<file path="config.mk">
export PLATFORM = sky130hd
export DESIGN_NAME = data_cache_control_flat
export DESIGN_NICKNAME = d
export VERILOG_FILES = /design/src/rtl/data_cache_control_if.sv /design/src/rtl/data_cache_control.sv /design/src/flat_wrapper.sv
export SDC_FILE = /design/constraint.sdc
export NUM_CORES = 1
export LEC_CHECK = 0
export ABC_CLOCK_PERIOD_IN_PS = 3000
export BUFFER_PORTS_ARGS = -buffer_cell sky130_fd_sc_hd__buf_4
export CAP_MARGIN = 20
export CELL_PAD_IN_SITES_DETAIL_PLACEMENT = 0
export CELL_PAD_IN_SITES_GLOBAL_PLACEMENT = 1
export CORE_ASPECT_RATIO = 1.25
export CORE_UTILIZATION = 37
export CTS_CLUSTER_DIAMETER = 80
export CTS_CLUSTER_SIZE = 10
export DETAILED_ROUTE_END_ITERATION = 10
export PLACE_DENSITY_LB_ADDON = 0.08
export SETUP_SLACK_MARGIN = 0.5
export SYNTH_ARGS = -nofsm -noshare
export SYNTH_HDL_FRONTEND = slang
export SYNTH_SLANG_ARGS = --single-unit
</file>
<file path="constraint.sdc">
create_clock -name clk -period 3 [get_ports clk]
set_input_delay 0.45 -clock clk [delete_from_list [all_inputs] [get_ports clk]]
set_output_delay 0.45 -clock clk [all_outputs]
set_load 0.005 [all_outputs]
</file>
<file path="src/rtl/data_cache_control_if.sv">
// Select encodings shared with data_cache_execute, and the control <-> datapath/pmem
// signal bundle. master = data_cache_control, slave = CPU/datapath/pmem side.
package dcache_pkg;
    typedef enum logic {WAYMUX_WAYHIT, WAYMUX_WAYLRU} dcache_waymux_sel_t;
    typedef enum logic {RESPMUX_WAYMUX_OUT, RESPMUX_PMEM_READ} dcache_respmux_sel_t;
    typedef enum logic {MAMUX_CPU, MAMUX_WAYLRU} dcache_mamux_sel_t;
    typedef enum logic [1:0] {WDATA_FROM_CPU, WDATA_FROM_MEM, WDATA_MEM_MASK_CPU} dcache_wdata_mux_sel_t;
    typedef enum logic {WREN_AS_HIT, WREN_AS_LRU} dcache_wren_mux_sel_t;
    typedef enum logic [1:0] {HITMUX_FORCE_ZERO, HITMUX_AS_HIT, HITMUX_FORCE_ONE} dcache_hitmux_sel_t;
    typedef enum logic {DIRTY_WREN_WAY_HIT, DIRTY_WREN_WAY_LRU} dcache_dirty_wren_mux_sel_t;
    typedef enum logic {LRU_INV_HIT, LRU_INV_LRU} dcache_lru_wdata_mux_sel_t;
endpackage

interface data_cache_control_if;
    import dcache_pkg::*;

    logic mem_read, mem_write, mem_resp;
    logic hit, read_dirty;
    logic pmem_resp, pmem_read, pmem_write;
    logic load_request, load_tag, load_valid, load_data, load_dirty, load_lru;
    logic dirty_wdata;
    dcache_waymux_sel_t         waymux_sel;
    dcache_respmux_sel_t        respmux_sel;
    dcache_mamux_sel_t          mamux_sel;
    dcache_wdata_mux_sel_t      wdata_mux_sel;
    dcache_wren_mux_sel_t       wren_mux_sel;
    dcache_hitmux_sel_t         hitmux_sel;
    dcache_dirty_wren_mux_sel_t dirty_wren_mux_sel;
    dcache_lru_wdata_mux_sel_t  lru_wdata_mux_sel;

    modport master (
        input  mem_read, mem_write, hit, read_dirty, pmem_resp,
        output mem_resp, pmem_read, pmem_write,
        output load_request, load_tag, load_valid, load_data, load_dirty, load_lru, dirty_wdata,
        output waymux_sel, respmux_sel, mamux_sel, wdata_mux_sel, wren_mux_sel,
        output hitmux_sel, dirty_wren_mux_sel, lru_wdata_mux_sel
    );

    modport slave (
        output mem_read, mem_write, hit, read_dirty, pmem_resp,
        input  mem_resp, pmem_read, pmem_write,
        input  load_request, load_tag, load_valid, load_data, load_dirty, load_lru, dirty_wdata,
        input  waymux_sel, respmux_sel, mamux_sel, wdata_mux_sel, wren_mux_sel,
        input  hitmux_sel, dirty_wren_mux_sel, lru_wdata_mux_sel
    );
endinterface

</file>
<file path="src/rtl/data_cache_control.sv">
// L1 data cache control FSM: lookup, dirty-victim writeback, line fill, pmem handshake.
// Optional DCACHE_FILL_FORWARD_EN answers the CPU straight from the fill response.
module data_cache_control
    import dcache_pkg::*;
#(
    parameter int WAIT_BITS = 16
) (
    input  logic                  clk,
    input  logic                  rst,
    data_cache_control_if.master  bus,
    output logic                  busy_o,
    output logic [WAIT_BITS-1:0]  pmem_wait_count_o
);

    typedef enum logic [1:0] {S_IDLE, S_LOOKUP, S_WRITEBACK, S_FILL} state_t;

    state_t               state_q, state_d;
    logic [WAIT_BITS-1:0] wait_q, wait_d;
    logic                 in_pmem_q;

    // NOTE: sequential state uses <= so every register samples pre-edge values.
    always_ff @(posedge clk or posedge rst) begin
        if (rst) begin
            state_q <= S_IDLE;
            wait_q  <= '0;
        end else begin
            state_q <= state_d;
            wait_q  <= wait_d;
        end
    end

    always_comb begin
        // NOTE: default first, so no path through this block can infer a latch.
        state_d = state_q;
        unique case (state_q)
            S_IDLE:      if (bus.mem_read || bus.mem_write) state_d = S_LOOKUP;
            S_LOOKUP:    if (bus.hit)                       state_d = S_IDLE;
                         else if (bus.read_dirty)           state_d = S_WRITEBACK;
                         else                               state_d = S_FILL;
            S_WRITEBACK: if (bus.pmem_resp)                 state_d = S_FILL;
            S_FILL: begin
                if (bus.pmem_resp) begin
`ifdef DCACHE_FILL_FORWARD_EN
                    state_d = S_IDLE;
`else
                    state_d = S_LOOKUP;
`endif
                end
            end
            default:                                        state_d = S_IDLE;
        endcase
    end

    assign in_pmem_q = (state_q == S_WRITEBACK) || (state_q == S_FILL);

    // Cleared on each pmem entry (including WRITEBACK -> FILL), saturating while waiting.
    always_comb begin
        wait_d = wait_q;
        if ((state_d == S_WRITEBACK || state_d == S_FILL) && state_d != state_q)
            wait_d = '0;
        else if (in_pmem_q && !bus.pmem_resp && wait_q != '1)
            wait_d = wait_q + 1'b1;
    end

    always_comb begin
        bus.mem_resp           = 1'b0;
        bus.pmem_read          = 1'b0;
        bus.pmem_write         = 1'b0;
        bus.load_request       = 1'b0;
        bus.load_tag           = 1'b0;
        bus.load_valid         = 1'b0;
        bus.load_data          = 1'b0;
        bus.load_dirty         = 1'b0;
        bus.load_lru           = 1'b0;
        bus.dirty_wdata        = 1'b0;
        bus.hitmux_sel         = HITMUX_FORCE_ZERO;
        bus.mamux_sel          = MAMUX_CPU;
        bus.waymux_sel         = WAYMUX_WAYHIT;
        bus.respmux_sel        = RESPMUX_WAYMUX_OUT;
        bus.wdata_mux_sel      = WDATA_FROM_CPU;
        bus.wren_mux_sel       = WREN_AS_HIT;
        bus.dirty_wren_mux_sel = DIRTY_WREN_WAY_HIT;
        bus.lru_wdata_mux_sel  = LRU_INV_HIT;
        unique case (state_q)
            S_IDLE: bus.load_request = bus.mem_read | bus.mem_write;
            S_LOOKUP: begin
                bus.hitmux_sel = HITMUX_AS_HIT;
                if (bus.hit) begin
                    bus.mem_resp = 1'b1;
                    bus.load_lru = 1'b1;
                    if (bus.mem_write) begin
                        bus.load_data   = 1'b1;
                        bus.load_dirty  = 1'b1;
                        bus.dirty_wdata = 1'b1;
                    end
                end
            end
            S_WRITEBACK: begin
                bus.pmem_write = 1'b1;
                bus.mamux_sel  = MAMUX_WAYLRU;
                bus.waymux_sel = WAYMUX_WAYLRU;
            end
            S_FILL: begin
                bus.pmem_read = 1'b1;
                if (bus.pmem_resp) begin
                    bus.load_data          = 1'b1;
                    bus.wren_mux_sel       = WREN_AS_LRU;
                    bus.load_tag           = 1'b1;
                    bus.load_valid         = 1'b1;
                    bus.load_dirty         = 1'b1;
                    bus.dirty_wren_mux_sel = DIRTY_WREN_WAY_LRU;
                    bus.load_lru           = 1'b1;
                    bus.lru_wdata_mux_sel  = LRU_INV_LRU;
`ifdef DCACHE_FILL_FORWARD_EN
                    bus.mem_resp      = 1'b1;
                    bus.hitmux_sel    = HITMUX_FORCE_ONE;
                    bus.respmux_sel   = RESPMUX_PMEM_READ;
                    bus.wdata_mux_sel = bus.mem_write ? WDATA_MEM_MASK_CPU : WDATA_FROM_MEM;
                    bus.dirty_wdata   = bus.mem_write;
`else
                    bus.wdata_mux_sel = WDATA_FROM_MEM;
`endif
                end
            end
            default: ;
        endcase
    end

    assign busy_o            = (state_q != S_IDLE);
    assign pmem_wait_count_o = wait_q;

endmodule

</file>
<file path="src/flat_wrapper.sv">
// flat-port wrapper written by rule: the top's interface ports become plain ports
module data_cache_control_flat import dcache_pkg::*;
#(
    parameter int WAIT_BITS = 16
)
  (clk, rst, busy_o, pmem_wait_count_o, bus_mem_read, bus_mem_write, bus_hit, bus_read_dirty, bus_pmem_resp, bus_mem_resp, bus_pmem_read, bus_pmem_write, bus_load_request, bus_load_tag, bus_load_valid, bus_load_data, bus_load_dirty, bus_load_lru, bus_dirty_wdata, bus_waymux_sel, bus_respmux_sel, bus_mamux_sel, bus_wdata_mux_sel, bus_wren_mux_sel, bus_hitmux_sel, bus_dirty_wren_mux_sel, bus_lru_wdata_mux_sel);
  data_cache_control_if bus_i ();
  input  logic clk;
  input  logic rst;
  output logic busy_o;
  output logic [WAIT_BITS-1:0] pmem_wait_count_o;
  input wire logic [$bits(bus_i.mem_read)-1:0] bus_mem_read;
  input wire logic [$bits(bus_i.mem_write)-1:0] bus_mem_write;
  input wire logic [$bits(bus_i.hit)-1:0] bus_hit;
  input wire logic [$bits(bus_i.read_dirty)-1:0] bus_read_dirty;
  input wire logic [$bits(bus_i.pmem_resp)-1:0] bus_pmem_resp;
  output wire logic [$bits(bus_i.mem_resp)-1:0] bus_mem_resp;
  output wire logic [$bits(bus_i.pmem_read)-1:0] bus_pmem_read;
  output wire logic [$bits(bus_i.pmem_write)-1:0] bus_pmem_write;
  output wire logic [$bits(bus_i.load_request)-1:0] bus_load_request;
  output wire logic [$bits(bus_i.load_tag)-1:0] bus_load_tag;
  output wire logic [$bits(bus_i.load_valid)-1:0] bus_load_valid;
  output wire logic [$bits(bus_i.load_data)-1:0] bus_load_data;
  output wire logic [$bits(bus_i.load_dirty)-1:0] bus_load_dirty;
  output wire logic [$bits(bus_i.load_lru)-1:0] bus_load_lru;
  output wire logic [$bits(bus_i.dirty_wdata)-1:0] bus_dirty_wdata;
  output wire logic [$bits(bus_i.waymux_sel)-1:0] bus_waymux_sel;
  output wire logic [$bits(bus_i.respmux_sel)-1:0] bus_respmux_sel;
  output wire logic [$bits(bus_i.mamux_sel)-1:0] bus_mamux_sel;
  output wire logic [$bits(bus_i.wdata_mux_sel)-1:0] bus_wdata_mux_sel;
  output wire logic [$bits(bus_i.wren_mux_sel)-1:0] bus_wren_mux_sel;
  output wire logic [$bits(bus_i.hitmux_sel)-1:0] bus_hitmux_sel;
  output wire logic [$bits(bus_i.dirty_wren_mux_sel)-1:0] bus_dirty_wren_mux_sel;
  output wire logic [$bits(bus_i.lru_wdata_mux_sel)-1:0] bus_lru_wdata_mux_sel;
  assign bus_i.mem_read = bus_mem_read;
  assign bus_i.mem_write = bus_mem_write;
  assign bus_i.hit = bus_hit;
  assign bus_i.read_dirty = bus_read_dirty;
  assign bus_i.pmem_resp = bus_pmem_resp;
  assign bus_mem_resp = bus_i.mem_resp;
  assign bus_pmem_read = bus_i.pmem_read;
  assign bus_pmem_write = bus_i.pmem_write;
  assign bus_load_request = bus_i.load_request;
  assign bus_load_tag = bus_i.load_tag;
  assign bus_load_valid = bus_i.load_valid;
  assign bus_load_data = bus_i.load_data;
  assign bus_load_dirty = bus_i.load_dirty;
  assign bus_load_lru = bus_i.load_lru;
  assign bus_dirty_wdata = bus_i.dirty_wdata;
  assign bus_waymux_sel = bus_i.waymux_sel;
  assign bus_respmux_sel = bus_i.respmux_sel;
  assign bus_mamux_sel = bus_i.mamux_sel;
  assign bus_wdata_mux_sel = bus_i.wdata_mux_sel;
  assign bus_wren_mux_sel = bus_i.wren_mux_sel;
  assign bus_hitmux_sel = bus_i.hitmux_sel;
  assign bus_dirty_wren_mux_sel = bus_i.dirty_wren_mux_sel;
  assign bus_lru_wdata_mux_sel = bus_i.lru_wdata_mux_sel;
  data_cache_control #(.WAIT_BITS(WAIT_BITS)) u_core (.clk(clk), .rst(rst), .bus(bus_i), .busy_o(busy_o), .pmem_wait_count_o(pmem_wait_count_o));
endmodule
</file>
# Yosys cells after proc, flatten, opt, wreduce, memory -nomap -nowiden
# Cells that the tools add are included.
# word_totals
ff_bits	18
latch_bits	0
ram_bits	0
rom_bits	0
out_inout_bits	37
memories	0
# op_classes
addsub	1
mul	0
div	0
order_cmp	0
eq_ne	7
n_shift	0
muxes	23
bitwise_logic	1
n_reduce_logical	10
# op_table
cell	count
16-bit 2-to-1 mux	2
16-bit by 1-bit adder with 16-bit output (second input constant)	1
16-bit inequality test (second input constant)	1
1-bit 2-to-1 mux	13
2-bit 2-to-1 mux	5
2-bit == test (second input constant)	4
2-bit case mux with 4 select lines	1
1-bit case mux with 2 select lines	2
2-bit nonzero test	2
1-bit logical AND	3
1-bit logical OR	3
2-bit by 1-bit == test with 1-bit output (second input constant)	1
2-bit logical NOT	1
2-bit inequality test	1
1-bit logical NOT	1
1-bit OR	1

# Logic depth before layout (Yosys ltp)
# Gate-level depths: netlist (run 1).
# depth
ltp_word	7
ltp_mapped	6
ltp_nobuf	5

# Worst setup path before layout (run 1)
# Ideal clock, no wire load.
# synth_timing
kind	input to register
start	input port bus_pmem_resp
end	register u_core.wait_q[13], in the netlist u_core.pmem_wait_count_o[13]
t_arrival_ps	1725
required_ps	2923
path_slack_ps	1198
path_stages	5
path_buffers	1
path_cell_list	nand2b_1 -> or4_1 -> clkbuf_2 -> or4_1 -> a21oi_1
# synth_via
elab_chain_cells	6
word_cells_on_any_way	13
classes_between	eq/ne (3); mux (4); reduce/logical (6)
# synth_rtl
element	line_no	text
start, declared	flat_wrapper.sv:16	input wire logic [$bits(bus_i.pmem_resp)-1:0] bus_pmem_resp;
2-bit 2-to-1 mux, on equally long branches	data_cache_control.sv:42, data_cache_control.sv:40	
2-bit case mux with 4 select lines	data_cache_control.sv:35	unique case (state_q)
2-bit == test	data_cache_control.sv:59	if ((state_d == S_WRITEBACK || state_d == S_FILL) && state_d != state_q)
1-bit logical OR	data_cache_control.sv:59	
1-bit logical AND	data_cache_control.sv:59	
16-bit 2-to-1 mux or 2-bit nonzero test (tied branches)	--	
end signal, assigned	data_cache_control.sv:28	wait_q <= wait_d;
end, declared	data_cache_control.sv:18	logic [WAIT_BITS-1:0] wait_q, wait_d;
# Several ways; a longest one is shown, not always the timed one.
# A chain may end at the register's enable or synchronous reset.

# Final worst setup path (run 1)
# layout_timing
start	register u_core.state_q[1]
end	output port bus_load_lru
# layout_via
elab_chain_cells	2
word_cells_on_any_way	3
classes_between	eq/ne (2); mux (1)
# layout_rtl
element	line_no	text
start, declared	data_cache_control.sv:17	state_t state_q, state_d;
start signal, assigned	data_cache_control.sv:27	state_q <= state_d;
2-bit == test or 2-bit by 1-bit == test with 1-bit output (tied branches)	data_cache_control.sv:84	unique case (state_q)
1-bit case mux with 2 select lines *	data_cache_control.sv:84	
end, declared	flat_wrapper.sv:25	output wire logic [$bits(bus_i.load_lru)-1:0] bus_load_lru;
# Mark *: on every way between the ends. The rest lies on a longest branch, timed or not.

==> key figures, run 1 <==
Setup path
  • Critical path's top delay family: simple AND/OR/NAND/NOR gates
  • Critical-path cell list: and3_1, or2_2, buf_4
  • Crit path buf inv count: 1
  • Worst path max stage delay: 510 ps
  • Setup slack, reg-to-reg: 980 ps
  • Element type at the critical path end: output pin
  • Reg-to-Reg Start: u_core.pmem_wait_count_o[9]
  • Worst r2r path cells: 4
  • RR Endpoint: u_core.pmem_wait_count_o[2]
  • Crit Path Class: flip-flop to output pin
  • CP max stage cell: dfrtp_1
  • CP required: 2550 ps
  • CP arrival: 1590 ps
  • Critical path depth: 3
  • Setup crit start kind: flip-flop
  • Crit path max fanout: 12

Place
  • HPWL after DPL: 2120 microns
  • Port buffer count: 40
  • Area after DPL: 1430 sq um
  • Gpl congestion: 0.767

Finish
  • Final instance area: 1460 sq um
  • Most frequent cells in the layout: buf_4, dfrtp_1, nand2_1
  • Most common cell after layout, fill and taps aside: buf_4
  • # diodes: 0
  • Layout overhead on the synthesized area: 24.9%
  • Final net count: 176
  • Share of cells above drive strength 1: 31.7%

Timing
  • FMAX: 0.490 GHz
  • Final-report max-slew violation count: 0
  • Clock Skew: 11.3 ps
  • # setup viols final: 0
  • Worst-Margin Slew: 734 ps
  • Worst slew margin: 50.9%
  • RSZ-0062 raised after global routing: no
  • Ratio of final minimum period to clock period: 68.0%
  • Setup TNS: 0 ps
  • Final critical-path required period: 2040 ps
  • Final Hold Viols: 0

Route
  • Drt first pass iters: 4
  • Final WL: 2840 microns
  • ANT nets after route: 0
  • Remaining DRCs: 0
  • Vias/cell: 5.33
  • 1st-iter DRT viols: 28
  • Via Count: 1,083
  • WL per Instance: 14.0 microns

Yosys
  • Syn Inst Count: 136
  • Most used DFF post-synth: dfrtp_1
  • Netlist cell types: 40
  • EDFF count, synth: 0
  • Sequential area share after synthesis: 38.4%
  • Synth Area per Inst: 8.62 sq um
  • Async SR Flop Fraction: 100%
  • Post-synthesis register bit count: 18
  • Netlist Area Pre-Place: 1170 sq um
  • Yosys warnings: 0

Clocking
  • CTS resizes: 0
  • Clock Latency Late Sink: 300 ps
  • CTS tree: done
  • TritonCTS Buffers: 3
  • H-tree levels: 1
  • Clock Path Buffers: 2
  • Hold_buf cts: 0
  • Reg clk slew, reported paths: 120 ps
  • CTS root buffer: clkbuf_4
  • CTS sink count: 18
  • Postcts setup bufs: 0

Die
  • Die span in y: 64.9 microns
  • Initial Utilization: 39.4%
  • Site Rows: 22
  • Die Wd: 52.3 microns
  • Area of the core: 2970 sq um
  • Die area: 3400 sq um
  • # IOs: 44

GRT
  • Pin count of the biggest net entering global routing: 19
  • GRT Residual Overflow: 0
  • First-pass GRT wire length: 4880 microns
  • GRT Util Overall: 19.1%
  • Vias in the first global route: 1,071
  • Antenna violations before repair: 0

Power
  • Clock Power Share: 17.5%
  • Logic pwr share: 45.1%
  • P per Cell Area: 614 nW/um^2
  • NetSw: 327 uW
  • Leakage: 0.000712 uW
  • Flop pwr share: 37.4%
  • Switching share of power: 36.4%
  • Worst VDD drop: 314 uV
  • Pint: 572 uW

Status
  • Outcome: finished clean

Worst hold path
  • Min-Delay Path Class: input pin to async pin

Flow run
  • Max_cap viols: 0
[routing by layer]
metal  vias up  share of wire, %  GRT usage, %  routed length, microns
met5         -                 0             0                       0
met4         0               1.2          6.91                      35
met3         4               4.2          2.82                     120
met2        32                51          32.9                    1440
met1       511                44          23.3                    1250
li1        536                 -             -                       -
[through the flow]
step                power, uW  instances  util (%)  worst slack, ps  hold WS [ps]
floorplan                 588        138         -             1200           389
finish                    899        203      49.2              959           249
global placement          744        199      48.0             1010           544
detailed placement        752        199      48.0              958           545
global route              977        203      49.2              829           313
CTS                       912        203      49.2              945           280
[logic make-up after synthesis]
logic type               synth area share, %
flip-flops                              38.4
buffers and inverters                   11.2
AND/OR/NAND/NOR                         30.2
AO/OA/AOI/OAI                           12.0
other                                  0.320
adder cells (fa/ha/maj)                 1.07
multiplexers                            6.83
[worst register-to-register path, cell delays in order, from the launching register on]
cell and delay, ps:
dfrtp_1 480, nand4_1 250, or4_1 750, o211ai_1 270, mux2i_1 210
[state kept, by name (all words and copies together), names as in the netlist]
signal	cells
u_core.pmem_wait_count_o	16
u_core.state_q	2
[worst max path at each step]
stage,start,endpoint,slack [ps]
finish,u_core.state_q[1],bus_load_lru,960
global route,u_core.pmem_wait_count_o[9],u_core.pmem_wait_count_o[4],830
CTS,u_core.state_q[1],bus_load_lru,940
detailed placement,bus_pmem_resp,u_core.pmem_wait_count_o[11],960
global placement,bus_pmem_resp,u_core.pmem_wait_count_o[13],1010
floorplan,bus_pmem_resp,u_core.pmem_wait_count_o[13],1200
[synth_stat cells, drive strengths merged (2+ instances only)]
library cell  count  share of area (%)
or4               6                3.9
o31ai             3                1.9
or2               4                2.1
and3              3                1.6
nor2              9                2.9
a21oi             5                2.1
mux2i             8                6.8
nand4             3                1.6
o21ai             4                2.0
o21a              2                1.3
buf              13                7.9
and2              2                1.1
inv               7                2.2
nand3             5                2.6
or3               4                2.2
nor4              3                1.6
o211ai            2                1.3
clkbuf            3                1.1
nor2b             3                1.6
nor3              5                2.1
dfrtp            18                 38
nand2            13                4.2
[area by class of cell]
class                           instances  area (sq um)
Fill cell                             293          1510
Clock buffer                            4          36.3
Multi-Input combinational cell         97           598
Inverter                                7          26.3
Tap cell                               36          45.0
Sequential cell                        18           450
Timing Repair Buffer                   41           308
[power groups by stage]
stage                     logic, uW  clock network [uW]  registers (uW)
after global placement          405                   0             340
after global routing            454                 176             347
after CTS                       414                 162             336
after detailed placement        411                   0             341
after floorplan                 268                   0             320
final                           405                 157             337
Note: power is estimated with default switching activity, not from simulation.
==> inputs of run 2 (changes only) <==
- ABC_CLOCK_PERIOD_IN_PS: 3000 -> 1950
- CORE_UTILIZATION: 37 -> 35
- clock period: 3 -> 1.95 ns (I/O delays scaled with it)
==> key figures, run 2 (same netlist as run 1, synthesis figures left out) <==
Timing
  • Ratio of final minimum period to clock period: 91.4%
  • FMAX: 0.561 GHz
  • Worst-Margin Slew: 749 ps (+15.3 ps)
  • # setup viols final: 0 (unchanged)
  • Final Hold Viols: 0 (unchanged)
  • RSZ-0062 raised after global routing: yes
  • Clock Skew: 2.10 ps (-9.23 ps)
  • Final setup margin: 167 ps (-791 ps)
  • Worst slew margin: 50.0% (-0.89 points)
  • Hold_ws: 160 ps (-88.6 ps)
  • Setup TNS: 0 ps (unchanged)
  • Final critical-path required period: 1780 ps
  • Final-report max-slew violation count: 0 (unchanged)

Place
  • Gpl congestion: 0.804 (+4.8%)
  • HPWL after DPL: 2550 microns (+20%)
  • Area after DPL: 1600 sq um (+12%)
  • Port buffer count: 40 (unchanged)
  • Pre-CTS setup slack: 73.8 ps (-884 ps)
  • DP Cell Count: 218 (+9.5%)

Setup path
  • Element type at the critical path end: flip-flop
  • CP required: 2140 ps (-410 ps)
  • Crit Path Class: flip-flop to flip-flop
  • CP arrival: 1970 ps (+380 ps)
  • Setup crit start kind: flip-flop
  • Crit path max fanout: 5 (-7)
  • Setup slack, reg-to-reg: 170 ps (-810 ps)

Route
  • ANT nets after route: 0 (unchanged)
  • Via Count: 1,354 (+25%)
  • Met1 Wirelength: 1440 microns (+15%)
  • Top Layer Used: met4
  • 1st-iter DRT viols: 53 (+89%)
  • Met3 wire len: 172 microns (+43%)
  • Vias/cell: 5.44 (+1.9%)
  • Remaining DRCs: 0 (unchanged)
  • Drt first pass iters: 4 (unchanged)
  • WL per Instance: 16.2 microns (+16%)
  • Wire length on met2: 2330 microns (+62%)
  • Final WL: 4050 microns (+42%)

Die
  • Die span in y: 66.7 microns (+2.7%)
  • # IOs: 44 (unchanged)
  • Site Rows: 23 (+4.5%)
  • Die Wd: 53.8 microns (+2.7%)
  • Area of the core: 3190 sq um (+7.4%)
  • Die area: 3590 sq um (+5.5%)
  • Initial Utilization: 36.7% (-2.7 points)

Power
  • Worst VDD drop: 670 uV (+110%)
  • Leakage: 0.00101 uW (+42%)
  • P per Cell Area: 976 nW/um^2 (+59%)

GRT
  • Antenna violations before repair: 0 (unchanged)
  • First-pass GRT wire length: 6070 microns (+24%)
  • GRT Util Overall: 23.6% (+4.5 points)
  • Vias in the first global route: 1,333 (+24%)
  • Pin count of the biggest net entering global routing: 19 (unchanged)
  • GRT Residual Overflow: 0 (unchanged)

Clocking
  • CTS sink count: 18 (unchanged)
  • CTS root buffer: clkbuf_8
  • H-tree levels: 1 (unchanged)
  • Hold_buf cts: 0 (unchanged)
  • TritonCTS Buffers: 3 (unchanged)
  • Clock Path Buffers: 2 (unchanged)
  • Clock Latency Late Sink: 260 ps (-40 ps)
  • CTS tree: done
  • Reg clk slew, reported paths: 70 ps (-50 ps)

Finish
  • Max reg flops: 16 (unchanged)
  • Layout overhead on the synthesized area: 84.1%
  • Most common cell after layout, fill and taps aside: buf_4
  • # diodes: 0 (unchanged)
  • Most frequent cells in the layout: buf_4, buf_6, dfrtp_1
  • Final instance area: 2160 sq um (+47%)
  • Share of cells above drive strength 1: 61.8% (+30 points)
  • Non-Filler Instances: 249 (+23%)
  • Final net count: 221 (+26%)

Flow run
  • Max_cap viols: 0 (unchanged)

Worst hold path
  • Min-Delay Path Class: input pin to async pin

Status
  • Outcome: finished clean
[run 2: timing repair]
| action | 4_1_cts | 5_1_grt |
|---|---|---|
| gates resized for setup | 48 | 23 |
| setup buffers | 17 | 10 |
| pin swaps | 16 | 19 |
| endpoints found under the hold margin | 0 | 0 |
| setup endpoints to repair | 32 | 33 |
[run 2: critical path: stages, from the launching register on]
cell	delay, ps
dfrtp_1	400
buf_4	140
nand4_1	130
or4_4	480
or4_1	420
a21oi_1	140
[run 2: report_power, final]
part           switching (uW)  leakage (uW)  internal [uW]  total (uW)
combinational             536      0.000740            771        1310
clock                     141     0.0000288            180         321
sequential               51.3      0.000241            429         480
total                     728       0.00101           1380        2110
[run 2: metrics by stage]
stage	total power [uW]	utilization, %
5_1_grt	2220	67.6
6_report	2110	67.6
3_3_place_gp	1280	49.9
2_1_floorplan	965	-
4_1_cts	1980	61.9
3_5_place_dp	1280	49.9
[run 2: final timing paths]
| path | cells past startpoint | start | end |
|---|---|---|---|
| setup reg to reg | 5 | u_core.pmem_wait_count_o[0] | u_core.pmem_wait_count_o[13] |
| hold / removal | 2 | rst | u_core.pmem_wait_count_o[0] |
| hold reg to reg | 2 | u_core.pmem_wait_count_o[12] | u_core.pmem_wait_count_o[12] |
| max in group asynchronous | 2 | rst | u_core.state_q[0] |
| setup / recovery | 5 | u_core.pmem_wait_count_o[0] | u_core.pmem_wait_count_o[13] |
| min in group clk | 4 | bus_read_dirty | u_core.state_q[0] |
[run 2: routing by layer]
metal / vias to the layer above / GRT usage, %
met5: - / 0
met4: 0 / 8.55
met3: 16 / 4.34
met2: 59 / 45.4
met1: 652 / 23.8
li1: 627 / -
[run 2: cell type report]
type / count / area (sq um)
sequential: 18 / 452
tap: 37 / 46.3
multi-input combinational: 97 / 823
timing repair buffer: 86 / 756
fill: 238 / 1040
clock buffer: 4 / 55.1
inverter: 7 / 26.3
